## src/rtl/hwag_vrgen_pkg.sv

```systemverilog
// Register map, reset values and control-register bit positions for the VR crank-wheel generator.
package hwag_vrgen_pkg;

  localparam int ADDR_CR   = 0;
  localparam int ADDR_PSC  = 1;
  localparam int ADDR_PER  = 2;
  localparam int ADDR_TNB  = 3;
  localparam int ADDR_MIS  = 4;
  localparam int ADDR_TST  = 5;
  localparam int ADDR_CAMT = 6;

  localparam int RST_PSC = 0;
  localparam int RST_PER = 63;
  localparam int RST_TNB = 57;
  localparam int RST_MIS = 2;
  localparam int RST_TST = 0;

  localparam int CR_EN      = 0;
  localparam int CR_RESTART = 1;

endpackage

```

## src/rtl/hwag_vrgen_tick.sv

```systemverilog
// Prescaler: one-clk tick every PSC+1 clks; clear restarts the count.
// Tick is combinational from the counter register; no backpressure.
module hwag_vrgen_tick #(
  parameter int DW = 16
) (
  input  logic          clk,
  input  logic          rst,
  input  logic          clear,
  input  logic [DW-1:0] psc,
  output logic          tick
);

  logic [DW-1:0] scnt;

  // >= rather than == so a PSC lowered below the running count still ticks promptly
  assign tick = (scnt >= psc);

  always_ff @(posedge clk) begin
    if (rst || clear) begin
      scnt <= '0;
    end else if (tick) begin
      scnt <= '0;
    end else begin
      scnt <= scnt + 1'b1;
    end
  end

endmodule

```

## src/rtl/hwag_vrgen.sv

```systemverilog
// Missing-tooth VR crank signal generator with ssram-style register bus; cam output under HWAG_VRGEN_CAM_EN.
// Read data 1 clk after ssram_re; start/stop act on the CR write edge; no backpressure.
module hwag_vrgen
  import hwag_vrgen_pkg::*;
#(
  parameter int CW = 24,
  parameter int AW = 8,
  parameter int DW = 16
) (
  input  logic          clk,
  input  logic          rst,
  input  logic          ssram_we,
  input  logic          ssram_re,
  input  logic [AW-1:0] ssram_addr,
  input  logic [DW-1:0] ssram_wdata,
  output logic [DW-1:0] ssram_rdata,
  output logic          vr_out,
  output logic [7:0]    tooth,
  output logic          sync,
  output logic          cam_out
);

  logic          en;
  logic [DW-1:0] psc_r;
  logic [DW-1:0] per_r;
  logic [DW-1:0] tnb_r;
  logic [DW-1:0] mis_r;
  logic [7:0]    tst_r;

  logic [DW-1:0] act_per;
  logic [DW-1:0] act_tnb;
  logic [DW-1:0] act_mis;
  logic [CW-1:0] tckc;

  logic          wr_cr;
  logic          en_nxt;
  logic          start;
  logic          clear;
  logic          run;
  logic          tick;
  logic          boundary;
  logic          at_tnb;
  logic [DW-1:0] per_eff;
  logic [CW-1:0] top;
  logic [CW-1:0] half;
  logic [DW-1:0] rd_val;

`ifdef HWAG_VRGEN_CAM_EN
  logic [7:0]    camt_r;
  logic          rev;
`endif

  // Enable changes take effect on the write edge itself, so stop/start are not delayed a clk
  assign wr_cr  = ssram_we && (ssram_addr == AW'(ADDR_CR));
  assign en_nxt = wr_cr ? ssram_wdata[CR_EN] : en;
  assign start  = wr_cr && ssram_wdata[CR_EN] && (!en || ssram_wdata[CR_RESTART]);
  assign clear  = start || !en_nxt;
  assign run    = !clear;

  hwag_vrgen_tick #(
    .DW(DW)
  ) u_tick (
    .clk   (clk),
    .rst   (rst),
    .clear (clear),
    .psc   (psc_r),
    .tick  (tick)
  );

  // A tooth shorter than two ticks has no high phase, so PER=0 behaves as PER=1
  assign per_eff  = (act_per == '0) ? DW'(1) : act_per;
  assign at_tnb   = (DW'(tooth) == act_tnb);
  assign top      = (DW'(tooth) < act_tnb)
                    ? CW'(per_eff)
                    : (CW'(act_mis) + CW'(1)) * (CW'(per_eff) + CW'(1)) - CW'(1);
  assign half     = top >> 1;
  assign boundary = run && tick && (tckc == top);

  always_ff @(posedge clk) begin
    if (rst) begin
      en     <= 1'b0;
      psc_r  <= DW'(RST_PSC);
      per_r  <= DW'(RST_PER);
      tnb_r  <= DW'(RST_TNB);
      mis_r  <= DW'(RST_MIS);
      tst_r  <= 8'(RST_TST);
`ifdef HWAG_VRGEN_CAM_EN
      camt_r <= '0;
`endif
    end else if (ssram_we) begin
      case (ssram_addr)
        AW'(ADDR_CR):   en    <= ssram_wdata[CR_EN];
        AW'(ADDR_PSC):  psc_r <= ssram_wdata;
        AW'(ADDR_PER):  per_r <= ssram_wdata;
        AW'(ADDR_TNB):  tnb_r <= ssram_wdata;
        AW'(ADDR_MIS):  mis_r <= ssram_wdata;
        AW'(ADDR_TST):  tst_r <= ssram_wdata[7:0];
`ifdef HWAG_VRGEN_CAM_EN
        AW'(ADDR_CAMT): camt_r <= ssram_wdata[7:0];
`endif
        default: ;
      endcase
    end
  end

  always_comb begin
    rd_val = '0;
    case (ssram_addr)
      AW'(ADDR_CR):   rd_val[CR_EN] = en;
      AW'(ADDR_PSC):  rd_val = psc_r;
      AW'(ADDR_PER):  rd_val = per_r;
      AW'(ADDR_TNB):  rd_val = tnb_r;
      AW'(ADDR_MIS):  rd_val = mis_r;
      AW'(ADDR_TST):  rd_val = DW'(tst_r);
`ifdef HWAG_VRGEN_CAM_EN
      AW'(ADDR_CAMT): rd_val = DW'(camt_r);
`else
      AW'(ADDR_CAMT): rd_val = '0;
`endif
      default: ;
    endcase
  end

  always_ff @(posedge clk) begin
    if (rst || ssram_we) begin
      ssram_rdata <= '0;
    end else if (ssram_re) begin
      ssram_rdata <= rd_val;
    end
  end

  always_ff @(posedge clk) begin
    if (rst) begin
      tckc    <= '0;
      vr_out  <= 1'b0;
      tooth   <= '0;
      sync    <= 1'b0;
      act_per <= DW'(RST_PER);
      act_tnb <= DW'(RST_TNB);
      act_mis <= DW'(RST_MIS);
    end else begin
      sync <= 1'b0;
      if (!en_nxt) begin
        tckc   <= '0;
        vr_out <= 1'b0;
        tooth  <= tst_r;
      end else if (start) begin
        tckc    <= '0;
        vr_out  <= 1'b0;
        tooth   <= tst_r;
        act_per <= per_r;
        act_tnb <= tnb_r;
        act_mis <= mis_r;
      end else if (tick) begin
        if (boundary) begin
          tckc    <= '0;
          vr_out  <= 1'b0;
          // tooth past a shrunk TNB also wraps here, but only a true TNB wrap pulses sync
          tooth   <= (DW'(tooth) >= act_tnb) ? 8'd0 : tooth + 8'd1;
          sync    <= at_tnb;
          act_per <= per_r;
          act_tnb <= tnb_r;
          act_mis <= mis_r;
        end else begin
          if (tckc == half) begin
            vr_out <= 1'b1;
          end
          tckc <= tckc + 1'b1;
        end
      end
    end
  end

`ifdef HWAG_VRGEN_CAM_EN
  always_ff @(posedge clk) begin
    if (rst || clear) begin
      rev <= 1'b0;
    end else if (boundary && at_tnb) begin
      rev <= ~rev;
    end
  end

  assign cam_out = rev && (tooth == camt_r);
`else
  assign cam_out = 1'b0;
`endif

endmodule

```

## config.mk

```make
export PLATFORM = sky130hd
export DESIGN_NAME = hwag_vrgen
export DESIGN_NICKNAME = d
export VERILOG_FILES = /design/src/rtl/hwag_vrgen_pkg.sv /design/src/rtl/hwag_vrgen_tick.sv /design/src/rtl/hwag_vrgen.sv
export SDC_FILE = /design/constraint.sdc
export NUM_CORES = 1
export LEC_CHECK = 0
export CAP_MARGIN = 5
export CELL_PAD_IN_SITES_DETAIL_PLACEMENT = 1
export CELL_PAD_IN_SITES_GLOBAL_PLACEMENT = 2
export CORE_UTILIZATION = 25
export CTS_CLUSTER_SIZE = 10
export DETAILED_ROUTE_END_ITERATION = 10
export PLACE_DENSITY = 0.59
export SLEW_MARGIN = 10
export SYNTH_ARGS = -nofsm -noshare
export SYNTH_HDL_FRONTEND = slang
export SYNTH_HIERARCHICAL = 1
export SYNTH_SLANG_ARGS = --single-unit
```

## constraint.sdc

```tcl
create_clock -name clk -period 14.9 [get_ports clk]
set_input_delay 2.98 -clock clk [delete_from_list [all_inputs] [get_ports clk]]
set_output_delay 2.98 -clock clk [all_outputs]
set_load 0.005 [all_outputs]
```

==> results.sh <==
export IMPL_status="completed"
export IMPL_syn_avg_cell_area_um2=8.38
export IMPL_layout_common_cells="nand2_1, nor2_1, inv_1, fa_1, dfxtp_1"
export IMPL_rows=97
export IMPL_area_delta_synth_final_pct=11.6
export IMPL_finalSetupViolCount=0
export IMPL_maxCapViolCount=0
export IMPL_final_common_cell="nand2_1"
export IMPL_syn_cell_area_mm2=0.0179
export IMPL_drt_initial_drc_count=709
export IMPL_synth_top_area_cell="fa_1"
export IMPL_min_to="tnb_r[11]$_SDFFE_PP0P_"
export IMPL_ys_flop_type="dfxtp_1"
export IMPL_cp_end_kind="register"
export IMPL_synth_top_cell_area_share_pct=21.8
export IMPL_power_density_mw_per_mm2=50.9
export IMPL_fin_tns_setup_ns=0
export IMPL_crit_arrival_ns=10.64
export IMPL_hold_path_cell_count=2
export IMPL_cts_root_buf="clkbuf_16"
export IMPL_reg2reg_slack_ns=4.58
export IMPL_worstReg2RegStart="act_per[2]$_SDFFE_PP1P_"
export IMPL_clock_sinks=187
export IMPL_drv_slew=0
export IMPL_ys_warn_count=6
export IMPL_fin_nets=2444
export IMPL_worstSetupPathType="reg -> reg"
export IMPL_grt_usage_pct=17.9
export IMPL_rsz0062_at_grt="false"
export IMPL_wl_per_cell_um=20.9
export IMPL_core_area_mm2=0.0705
export IMPL_reg2reg_depth=29
export IMPL_whs_ns=0.477
export IMPL_grt_pass1_wl_mm=100
export IMPL_startpoint="act_per[2]$_SDFFE_PP1P_"
export IMPL_antennaDiodeCount=0
export IMPL_fin_util_pct=28.4
export IMPL_yosys_register_bits=187
export IMPL_r2r_end="act_mis[10]$_SDFFE_PP0P_"
export IMPL_worst_slack_ns=4.58
export IMPL_ant_nets=0
export IMPL_clk_latency_ns=0.47
export IMPL_cts_hold_buf=0
export IMPL_slowest_delay_ns=0.73
export IMPL_skew_ns=0.0161
export IMPL_slowest_stage="xnor2_1"
export IMPL_cp_max_fo=53
export IMPL_numCtsBuffers=17
export IMPL_path_delay_family="adder cells"
export IMPL_start_util_pct=25.4
export IMPL_die_h_um=270
export IMPL_via_per_inst=4.84
export IMPL_layout_min_cycle_time_ns=10.32
export IMPL_die_area_mm2=0.0727
export IMPL_fmax_mhz=96.9
export IMPL_hpwl_mm=51.3
export IMPL_synth_distinct_cells=92
export IMPL_ys_seq_area_share_pct=20.9
export IMPL_slew_headroom_pct=25.6
export IMPL_cts_setup_buffers=0
export IMPL_grt_overflow=0
export IMPL_path_clk_slew_ns=0.07
export IMPL_ios=55
export IMPL_required_ns=15.22
export IMPL_port_buffers=53
export IMPL_finalCritPeriodShare_pct=69.3
export IMPL_worst_pin_slew_ns=1.11
export IMPL_async_reset_ff_share_pct=0
export IMPL_dieWidth_um=270
export IMPL_p_leak_nw=6.91
export IMPL_grt_max_degree=65
export IMPL_layout_drive_gt1_share_pct=5.04
export IMPL_vias=14924
export IMPL_clk_path_buf_depth=2
export IMPL_gp_congestion=0.844
export IMPL_drcViolationCount=0
export IMPL_synth_cells=2138
export IMPL_cp_start_kind="register"
export IMPL_synth_area_leaders="fa_1, dfxtp_1, nand2_1, ha_1, nor2_1"
export IMPL_ctsResizeCount=0
export IMPL_synth_fp_nets=2452
export IMPL_synth_edf_count=0
export IMPL_htreeDepth=4
export IMPL_drt_pass1_iterations=5
export IMPL_place_worst_setup_slack_ns=4.50
export IMPL_crit_path_frequent_cell="fa_1"
export IMPL_cts_tree="yes"
export IMPL_min_path_type="reg -> reg"
export IMPL_min_from="tnb_r[11]$_SDFFE_PP0P_"
export IMPL_wirelength_mm=64.3
export IMPL_crit_buf_inv=5
export IMPL_hold_viol_final=0
export IMPL_grt_pass1_vias=16393
export IMPL_ir_drop_v=0.0000818
export IMPL_antenna_found_initial=0
==> registers in the layout, summed over array words and instances (netlist names), 16 cells and up <==
name / count
ssram_rdata: 16
act_mis: 16
tckc: 24
act_per: 16
u_tick/scnt: 16
tnb_r: 16
act_tnb: 16
psc_r: 16
mis_r: 16
per_r: 16
==> tightest hold or removal path, delay by kind of cell (launching register included) <==
family / cells / cell delay [ns]
AO/OA/AOI/OAI: 1 / 0.05
flip-flops: 1 / 0.33
AND/OR/NAND/NOR: 1 / 0.06
==> power breakdown <==
part | internal [W] | leakage (nW) | switching (W)
clock | 0.000251 | 0.289 | 0.000228
sequential | 0.000500 | 1.51 | 0.000000804
combinational | 0.0000126 | 5.11 | 0.0000247
==> worst max path at each step <==
stage / end / cells past startpoint
detailed placement: act_tnb[15]$_SDFFE_PP0P_ / 29
CTS: act_mis[10]$_SDFFE_PP0P_ / 29
finish: act_mis[10]$_SDFFE_PP0P_ / 29
global placement: act_tnb[11]$_SDFFE_PP0P_ / 29
global route: act_mis[14]$_SDFFE_PP0P_ / 29
floorplan: act_mis[1]$_SDFFE_PP1P_ / 31
==> stage by stage <==
step,area [µm²],std cells,power (W)
6_report,20000,3083,0.00102
5_1_grt,20000,3083,0.00105
4_1_cts,20000,3083,0.00103
3_5_place_dp,19400,3051,0.000551
3_3_place_gp,19400,3051,0.000550
2_1_floorplan,17900,2138,0.000528
==> per-layer routing <==
layer / routed length, µm / track usage, %
met1: 28600 / 22.3
met2: 32500 / 32.2
met3: 1740 / 1.97
met4: 1540 / 5.40
met5: 0 / 0
==> kinds of logic after synthesis <==
group	share of synthesized area (%)
and+or+nand+nor	21.7
buffers and inverters	7.33
AOI/OAI and AO/OA	10.5
adders and majority gates	28.2
DFF	20.9
xor gates and xnor gates	7.78
muxes	3.55
other	0.0209
==> synthesized netlist by cell type, types with 4 or more instances <==
master,instances
nand2_1,316
nor2_1,246
inv_1,197
fa_1,195
dfxtp_1,187
a21oi_1,111
xnor2_1,92
ha_1,91
clkbuf_1,89
mux2i_1,59
nand3_1,55
o21ai_0,54
xor2_1,53
nor4_1,30
a22oi_1,24
nor3_1,24
nand4_1,22
nand2b_1,20
and3_1,19
nor2b_1,18
o211ai_1,18
and2_1,17
buf_2,15
a31oi_1,14
a21o_1,12
and4_1,10
or3_1,9
nor3b_1,7
or4_1,7
a211oi_1,6
or2_2,6
a211o_1,5
a311oi_1,5
buf_1,5
a221o_1,4
buf_12,4
nor4b_1,4
o21a_1,4
o31ai_1,4
==> final cells by class <==
cell class,instances,area [µm²]
clock buffers,17,425
flip-flops and latches,187,3740
fillers,8305,50500
well taps,940,1180
inverters,200,751
repair buffers,92,821
clock inverters,15,166
multi-input cells,1632,12900
(Power assumes the default switching activity.)
